[src/rtl/data_sram_bridge_pkg.sv]
// Shared encodings and lane helpers for the MIPS data/instruction SRAM bridges.
// Package name mips_mem_pkg is kept so both bridges import the same definitions.
package mips_mem_pkg;

    localparam logic [1:0] SIZE_BYTE = 2'b00;
    localparam logic [1:0] SIZE_HALF = 2'b01;
    localparam logic [1:0] SIZE_WORD = 2'b10;

    localparam logic [31:0] PHYS_MASK = 32'h1FFF_FFFF;

    typedef enum logic [1:0] {
        IDLE = 2'b00,
        ADDR = 2'b01,
        DATA = 2'b10,
        DONE = 2'b11
    } bridge_state_t;

    // Size 2'b11 behaves as a word everywhere.
    function automatic logic is_misaligned(input logic [1:0] size, input logic [1:0] offset);
        case (size)
            SIZE_BYTE: return 1'b0;
            SIZE_HALF: return offset[0];
            default:   return |offset;
        endcase
    endfunction

    function automatic logic [3:0] lane_strb(input logic [1:0] size, input logic [1:0] offset);
        case (size)
            SIZE_BYTE: return 4'b0001 << offset;
            SIZE_HALF: return offset[1] ? 4'b1100 : 4'b0011;
            default:   return 4'b1111;
        endcase
    endfunction

    function automatic logic [31:0] lane_wdata(input logic [1:0] size, input logic [31:0] data);
        case (size)
            SIZE_BYTE: return {4{data[7:0]}};
            SIZE_HALF: return {2{data[15:0]}};
            default:   return data;
        endcase
    endfunction

endpackage

[src/rtl/data_sram_bridge_load_align.sv]
// Combinational load extractor: picks the addressed byte/half of a bus word and
// sign- or zero-extends it. Shared with the instruction-side bridge.
module load_align
    import mips_mem_pkg::*;
(
    input  logic [31:0] bus_rdata,
    input  logic [1:0]  offset,
    input  logic [1:0]  size,
    input  logic        sign,
    output logic [31:0] result
);

    logic [7:0]  byte_sel;
    logic [15:0] half_sel;

    always_comb begin
        byte_sel = '0;
        case (offset)
            2'd0:    byte_sel = bus_rdata[7:0];
            2'd1:    byte_sel = bus_rdata[15:8];
            2'd2:    byte_sel = bus_rdata[23:16];
            default: byte_sel = bus_rdata[31:24];
        endcase
        half_sel = offset[1] ? bus_rdata[31:16] : bus_rdata[15:0];
    end

    always_comb begin
        result = bus_rdata;
        case (size)
            SIZE_BYTE: result = {{24{sign & byte_sel[7]}}, byte_sel};
            SIZE_HALF: result = {{16{sign & half_sel[15]}}, half_sel};
            default:   result = bus_rdata;
        endcase
    end

endmodule

[src/rtl/data_sram_bridge.sv]
// Memory-stage load/store bridge onto a handshaked data SRAM bus.
// Optional bus watchdog enabled by defining BRIDGE_TIMEOUT_EN.
module data_sram_bridge
    import mips_mem_pkg::*;
#(
    parameter int unsigned PHYS_MAP       = 1,
    parameter int unsigned TIMEOUT_CYCLES = 255
) (
    input  logic        clk,
    input  logic        rst,
    input  logic        mem_en,
    input  logic        mem_wen,
    input  logic [1:0]  mem_size,
    input  logic        mem_sign,
    input  logic [31:0] mem_addr,
    input  logic [31:0] mem_wdata,
    output logic [31:0] mem_rdata,
    output logic        mem_stall,
    output logic        mem_adel,
    output logic        mem_ades,
    output logic        mem_buserr,
    output logic        bus_req,
    output logic        bus_wr,
    output logic [31:0] bus_addr,
    output logic [3:0]  bus_wstrb,
    output logic [31:0] bus_wdata,
    input  logic        bus_addr_ok,
    input  logic        bus_data_ok,
    input  logic [31:0] bus_rdata
);

    if (TIMEOUT_CYCLES < 1 || TIMEOUT_CYCLES > 65535) begin : g_bad_timeout
        $error("data_sram_bridge: TIMEOUT_CYCLES out of range 1..65535");
    end

    bridge_state_t state;
    logic [1:0]    off_q;
    logic [1:0]    size_q;
    logic          sign_q;

    logic          misaligned;
    logic          accept;
    logic          busy;
    logic          complete;
    logic          timeout;
    logic [31:0]   phys_addr;
    logic [31:0]   load_data;

    assign misaligned = is_misaligned(mem_size, mem_addr[1:0]);
    assign accept     = (state == IDLE) & mem_en & ~misaligned;
    assign busy       = (state == ADDR) | (state == DATA);
    assign complete   = ((state == ADDR) & bus_addr_ok & bus_data_ok)
                      | ((state == DATA) & bus_data_ok);

    assign mem_adel  = mem_en & ~mem_wen & misaligned;
    assign mem_ades  = mem_en & mem_wen & misaligned;
    assign mem_stall = accept | busy;

    assign phys_addr = (PHYS_MAP != 0) ? (mem_addr & PHYS_MASK) : mem_addr;

    load_align u_load_align (
        .bus_rdata (bus_rdata),
        .offset    (off_q),
        .size      (size_q),
        .sign      (sign_q),
        .result    (load_data)
    );

`ifdef BRIDGE_TIMEOUT_EN
    logic [15:0] wait_cnt;

    always_ff @(posedge clk or negedge rst) begin
        if (!rst) begin
            wait_cnt <= '0;
        end else if (accept) begin
            wait_cnt <= '0;
        end else if (busy) begin
            wait_cnt <= wait_cnt + 16'd1;
        end
    end

    // Fires on the TIMEOUT_CYCLES-th cycle spent in ADDR/DATA.
    assign timeout = busy & (wait_cnt == 16'(TIMEOUT_CYCLES - 1));

    always_ff @(posedge clk or negedge rst) begin
        if (!rst) begin
            mem_buserr <= 1'b0;
        end else begin
            mem_buserr <= timeout & ~complete;
        end
    end
`else
    assign timeout    = 1'b0;
    assign mem_buserr = 1'b0;
`endif

    always_ff @(posedge clk or negedge rst) begin
        if (!rst) begin
            state     <= IDLE;
            bus_req   <= 1'b0;
            bus_wr    <= 1'b0;
            bus_addr  <= '0;
            bus_wstrb <= '0;
            bus_wdata <= '0;
            mem_rdata <= '0;
            off_q     <= '0;
            size_q    <= '0;
            sign_q    <= 1'b0;
        end else begin
            case (state)
                IDLE: begin
                    if (accept) begin
                        bus_req   <= 1'b1;
                        bus_wr    <= mem_wen;
                        bus_addr  <= {phys_addr[31:2], 2'b00};
                        bus_wstrb <= mem_wen ? lane_strb(mem_size, mem_addr[1:0]) : 4'b0000;
                        bus_wdata <= lane_wdata(mem_size, mem_wdata);
                        off_q     <= mem_addr[1:0];
                        size_q    <= mem_size;
                        sign_q    <= mem_sign;
                        state     <= ADDR;
                    end
                end
                ADDR: begin
                    if (complete) begin
                        bus_req <= 1'b0;
                        if (!bus_wr) mem_rdata <= load_data;
                        state   <= DONE;
                    end else if (timeout) begin
                        bus_req <= 1'b0;
                        state   <= DONE;
                    end else if (bus_addr_ok) begin
                        bus_req <= 1'b0;
                        state   <= DATA;
                    end
                end
                DATA: begin
                    if (complete) begin
                        if (!bus_wr) mem_rdata <= load_data;
                        state <= DONE;
                    end else if (timeout) begin
                        state <= DONE;
                    end
                end
                DONE: begin
                    state <= IDLE;
                end
                default: begin
                    state <= IDLE;
                end
            endcase
        end
    end

endmodule

[config.mk]
export PLATFORM = sky130hd
export DESIGN_NAME = data_sram_bridge
export DESIGN_NICKNAME = d
export VERILOG_FILES = /design/src/rtl/data_sram_bridge_pkg.sv /design/src/rtl/data_sram_bridge_load_align.sv /design/src/rtl/data_sram_bridge.sv
export SDC_FILE = /design/constraint.sdc
export NUM_CORES = 1
export LEC_CHECK = 0
export ABC_AREA = 1
export BUFFER_PORTS_ARGS = -buffer_cell sky130_fd_sc_hd__buf_2
export CORE_ASPECT_RATIO = 1.5
export CORE_MARGIN = 4
export CORE_UTILIZATION = 45
export DETAILED_ROUTE_END_ITERATION = 8
export GPL_TIMING_DRIVEN = 0
export PLACE_DENSITY = 0.76
export SYNTH_ARGS = -nofsm -noshare
export SYNTH_HDL_FRONTEND = slang
export SYNTH_HIERARCHICAL = 1
export SYNTH_SLANG_ARGS = --single-unit
export TNS_END_PERCENT = 1
[constraint.sdc]
create_clock -name clk -period 2.1 [get_ports clk]
set_input_delay 0.42 -clock clk [delete_from_list [all_inputs] [get_ports clk]]
set_output_delay 0.42 -clock clk [all_outputs]
set_load 0.05 [all_outputs]
==> reports/qor.txt <==
outcome = finished, final reports clean
area of the multi-input gates = 0.00216 mm²
Seq cells post-synth = 104
Slew Viols, Final = 0
drt pass-1 iters = 5
cts hold-fix bufs = 0
PortBufs = 201
R2R setup slack = 0.28 ns
vias per std cell = 4.84
Worst-Margin Slew = 0.563 ns
drc violations = 0
Final Hold Viols = 0
vias in the first global route = 5,199
Crit Path Class = flip-flop to output port
post-synth cell types = 24
power density over the cells = 1810 mW/mm²
CP cell instances = inv_1 > ha_4 > nand2_1 > inv_1 > nand2_2 > inv_4 > or2_4 > buf_8
largest net degree at the start of global routing = 64
RSZ-0062 raised after global routing = false
layout cell share with drive strength beyond 1 = 29.4%
element type at the critical path start = flip-flop
row count = 48
final setup vio count = 0
Mean Syn Cell Area = 7.53 µm²
GRT Util Overall = 23.5%
FMAX = 496 MHz
CP max stage cell = dfrtp_1
max_cap viols = 0
Root Driver = clkbuf_16
Die Ht = 140 µm
initial antenna violation count = 0
Crit Path Max Fanout = 8
Reg area = 0.00260 mm²
global placement routability congestion = 0.940
YS warnings = 6
Max VDD drop = 0.00126 V
Fin Setup TNS = 0 ns
cts bufs inserted = 9
clk buf depth = 2
Clock Pin Slew Worst Setup and Hold Paths = 0.07 ns
R2R Path Start = state[1]
Hold Crit Class = input port to asynchronous set/reset pin
most common cell after layout, fill and taps aside = nand2_1
Final #Nets = 1,027
Static Leak = 4.05 nW
Tcrit/Tclk final = 96.1%
final setup skew = 0.00999 ns
H-Tree Depth = 3
Initial Util = 45.7%
worst rel slew slack = 62.5%
reg2reg path depth = 8
commonest non-fill, non-tap cells in the layout = 336 x nand2_1, 210 x buf_2, 104 x dfrtp_1
WP buf/inv = 4
worst skew pair latency = 0.34 ns
CTS Sinks = 104
Worst path most repeated cell = inv_1
Final ANT Viol Nets = 0
synthesis-to-layout area growth = 31.2%
Worst Setup End Kind = output port
Detail Placement HPWL = 12.1 mm
Ports = 211
first-pass GRT wire length = 24.8 mm
cell area after technology mapping = 0.00525 mm²
grt total ovfl = 0
Initial DRC Count = 191
FILL cells = 1,123
hold_ws = 0.0609 ns
CTS tree = done
fin crit period = 2.02 ns
via count = 5,198
Top delay family on crit path = simple AND/OR/NAND/NOR gates
chip width = 96.2 µm
r2r endpoint = mem_rdata[2]
total length of routed wires = 15.5 mm
Mapped Cells = 697
crit-path max cell delay = 0.37 ns
Worst Path Required = 1.68 ns
full die area = 0.0135 mm²
core area = 0.0115 mm²
register area share after synthesis = 49.6%
average wire per cell in the routed design = 14.4 µm
ANT cells = 0
Worst EP arrival = 1.60 ns
==> state kept, by name, indices dropped and copies added, names as in the netlist, 2 cells and up <==
name and count:
bus_wstrb 4, mem_rdata 32, size_q 2, bus_addr 27
bus_wdata 32, off_q 2, state 2
==> how the worst max path moves through the flow <==
stage	from	end	slack, ns	cells past startpoint
6_report	state[1]	mem_stall	0.08	8
5_1_grt	state[0]	mem_stall	0.009	8
3_3_place_gp	rst	mem_rdata[28]	-0.57	1
3_5_place_dp	mem_size[1]	mem_stall	0.06	8
2_1_floorplan	mem_size[1]	mem_adel	0.39	4
4_1_cts	state[0]	mem_stall	0.05	8
==> power breakdown <==
part / total (mW) / leakage, nW / switching [mW] / internal [mW]
combinational: 7.16 / 2.57 / 5.36 / 1.80
sequential: 3.44 / 1.32 / 0.511 / 2.93
clock: 1.86 / 0.161 / 0.766 / 1.09
==> cells in the mapped netlist <==
| cell type | n | share of area (%) |
|---|---|---|
| nand2_1 | 336 | 24 |
| dfrtp_1 | 104 | 50 |
| inv_1 | 64 | 4.6 |
| o21ai_0 | 53 | 5.1 |
| nand3_1 | 30 | 2.9 |
| o211ai_1 | 21 | 3.0 |
| nor2_1 | 15 | 1.1 |
| buf_2 | 11 | 1.0 |
| clkbuf_1 | 11 | 0.79 |
| buf_6 | 10 | 2.1 |
| or2_2 | 8 | 0.95 |
| a21oi_1 | 7 | 0.67 |
| buf_4 | 7 | 1.0 |
| inv_2 | 5 | 0.36 |
| ha_1 | 3 | 0.72 |
| nand3_2 | 3 | 0.57 |
| o21ai_1 | 2 | 0.19 |
| conb_1 | 1 | 0.071 |
| nand2_2 | 1 | 0.12 |
| nand4_2 | 1 | 0.24 |
| nand4_4 | 1 | 0.41 |
| nor3_2 | 1 | 0.19 |
| nor3b_1 | 1 | 0.14 |
| o21a_1 | 1 | 0.14 |
==> kinds of logic after synthesis <==
group	Yosys count	share of synthesized area, %
other	1	0.0715
adders and majority gates	3	0.716
and+or+nand+nor	397	30.6
DFF	104	49.6
AOI/OAI and AO/OA	84	9.06
buffers and inverters	108	9.92
==> metrics by stage <==
stage          utilization, %  setup WS (ns)  cell area [µm²]  std cells  total power [mW]
2_1_floorplan               -          0.389             5270        702              8.71
5_1_grt                  60.0        0.00870             6880       1074              13.2
6_report                 60.0         0.0828             6880       1074              12.5
3_3_place_gp             56.3         -0.568             6460       1053              10.4
3_5_place_dp             56.6         0.0593             6490       1054              10.5
4_1_cts                  59.8         0.0488             6860       1073              12.5
==> area by class of cell <==
type	instances	area share, %
tap	150	2.73
clock inverter	5	1.26
clock buffer	11	3.53
buffer	39	3.80
inverter	69	3.80
sequential	104	37.8
timing repair buffer	206	15.6
multi-input combinational	490	31.4
==> metal layers <==
layer / vias to the layer above / track usage (%) / wire length [µm]
li1: 2584 / - / -
met1: 2363 / 27.5 / 5720
met2: 218 / 39.7 / 7940
met3: 33 / 6.34 / 1320
met4: 0 / 9.97 / 513
met5: - / 0 / 0
==> what timing repair did <==
item	in CTS	in global routing
setup buffers	3	1
setup endpoints to repair	1	1
gates resized for setup	7	1
No activity file was read; power rests on OpenSTA's default activity.
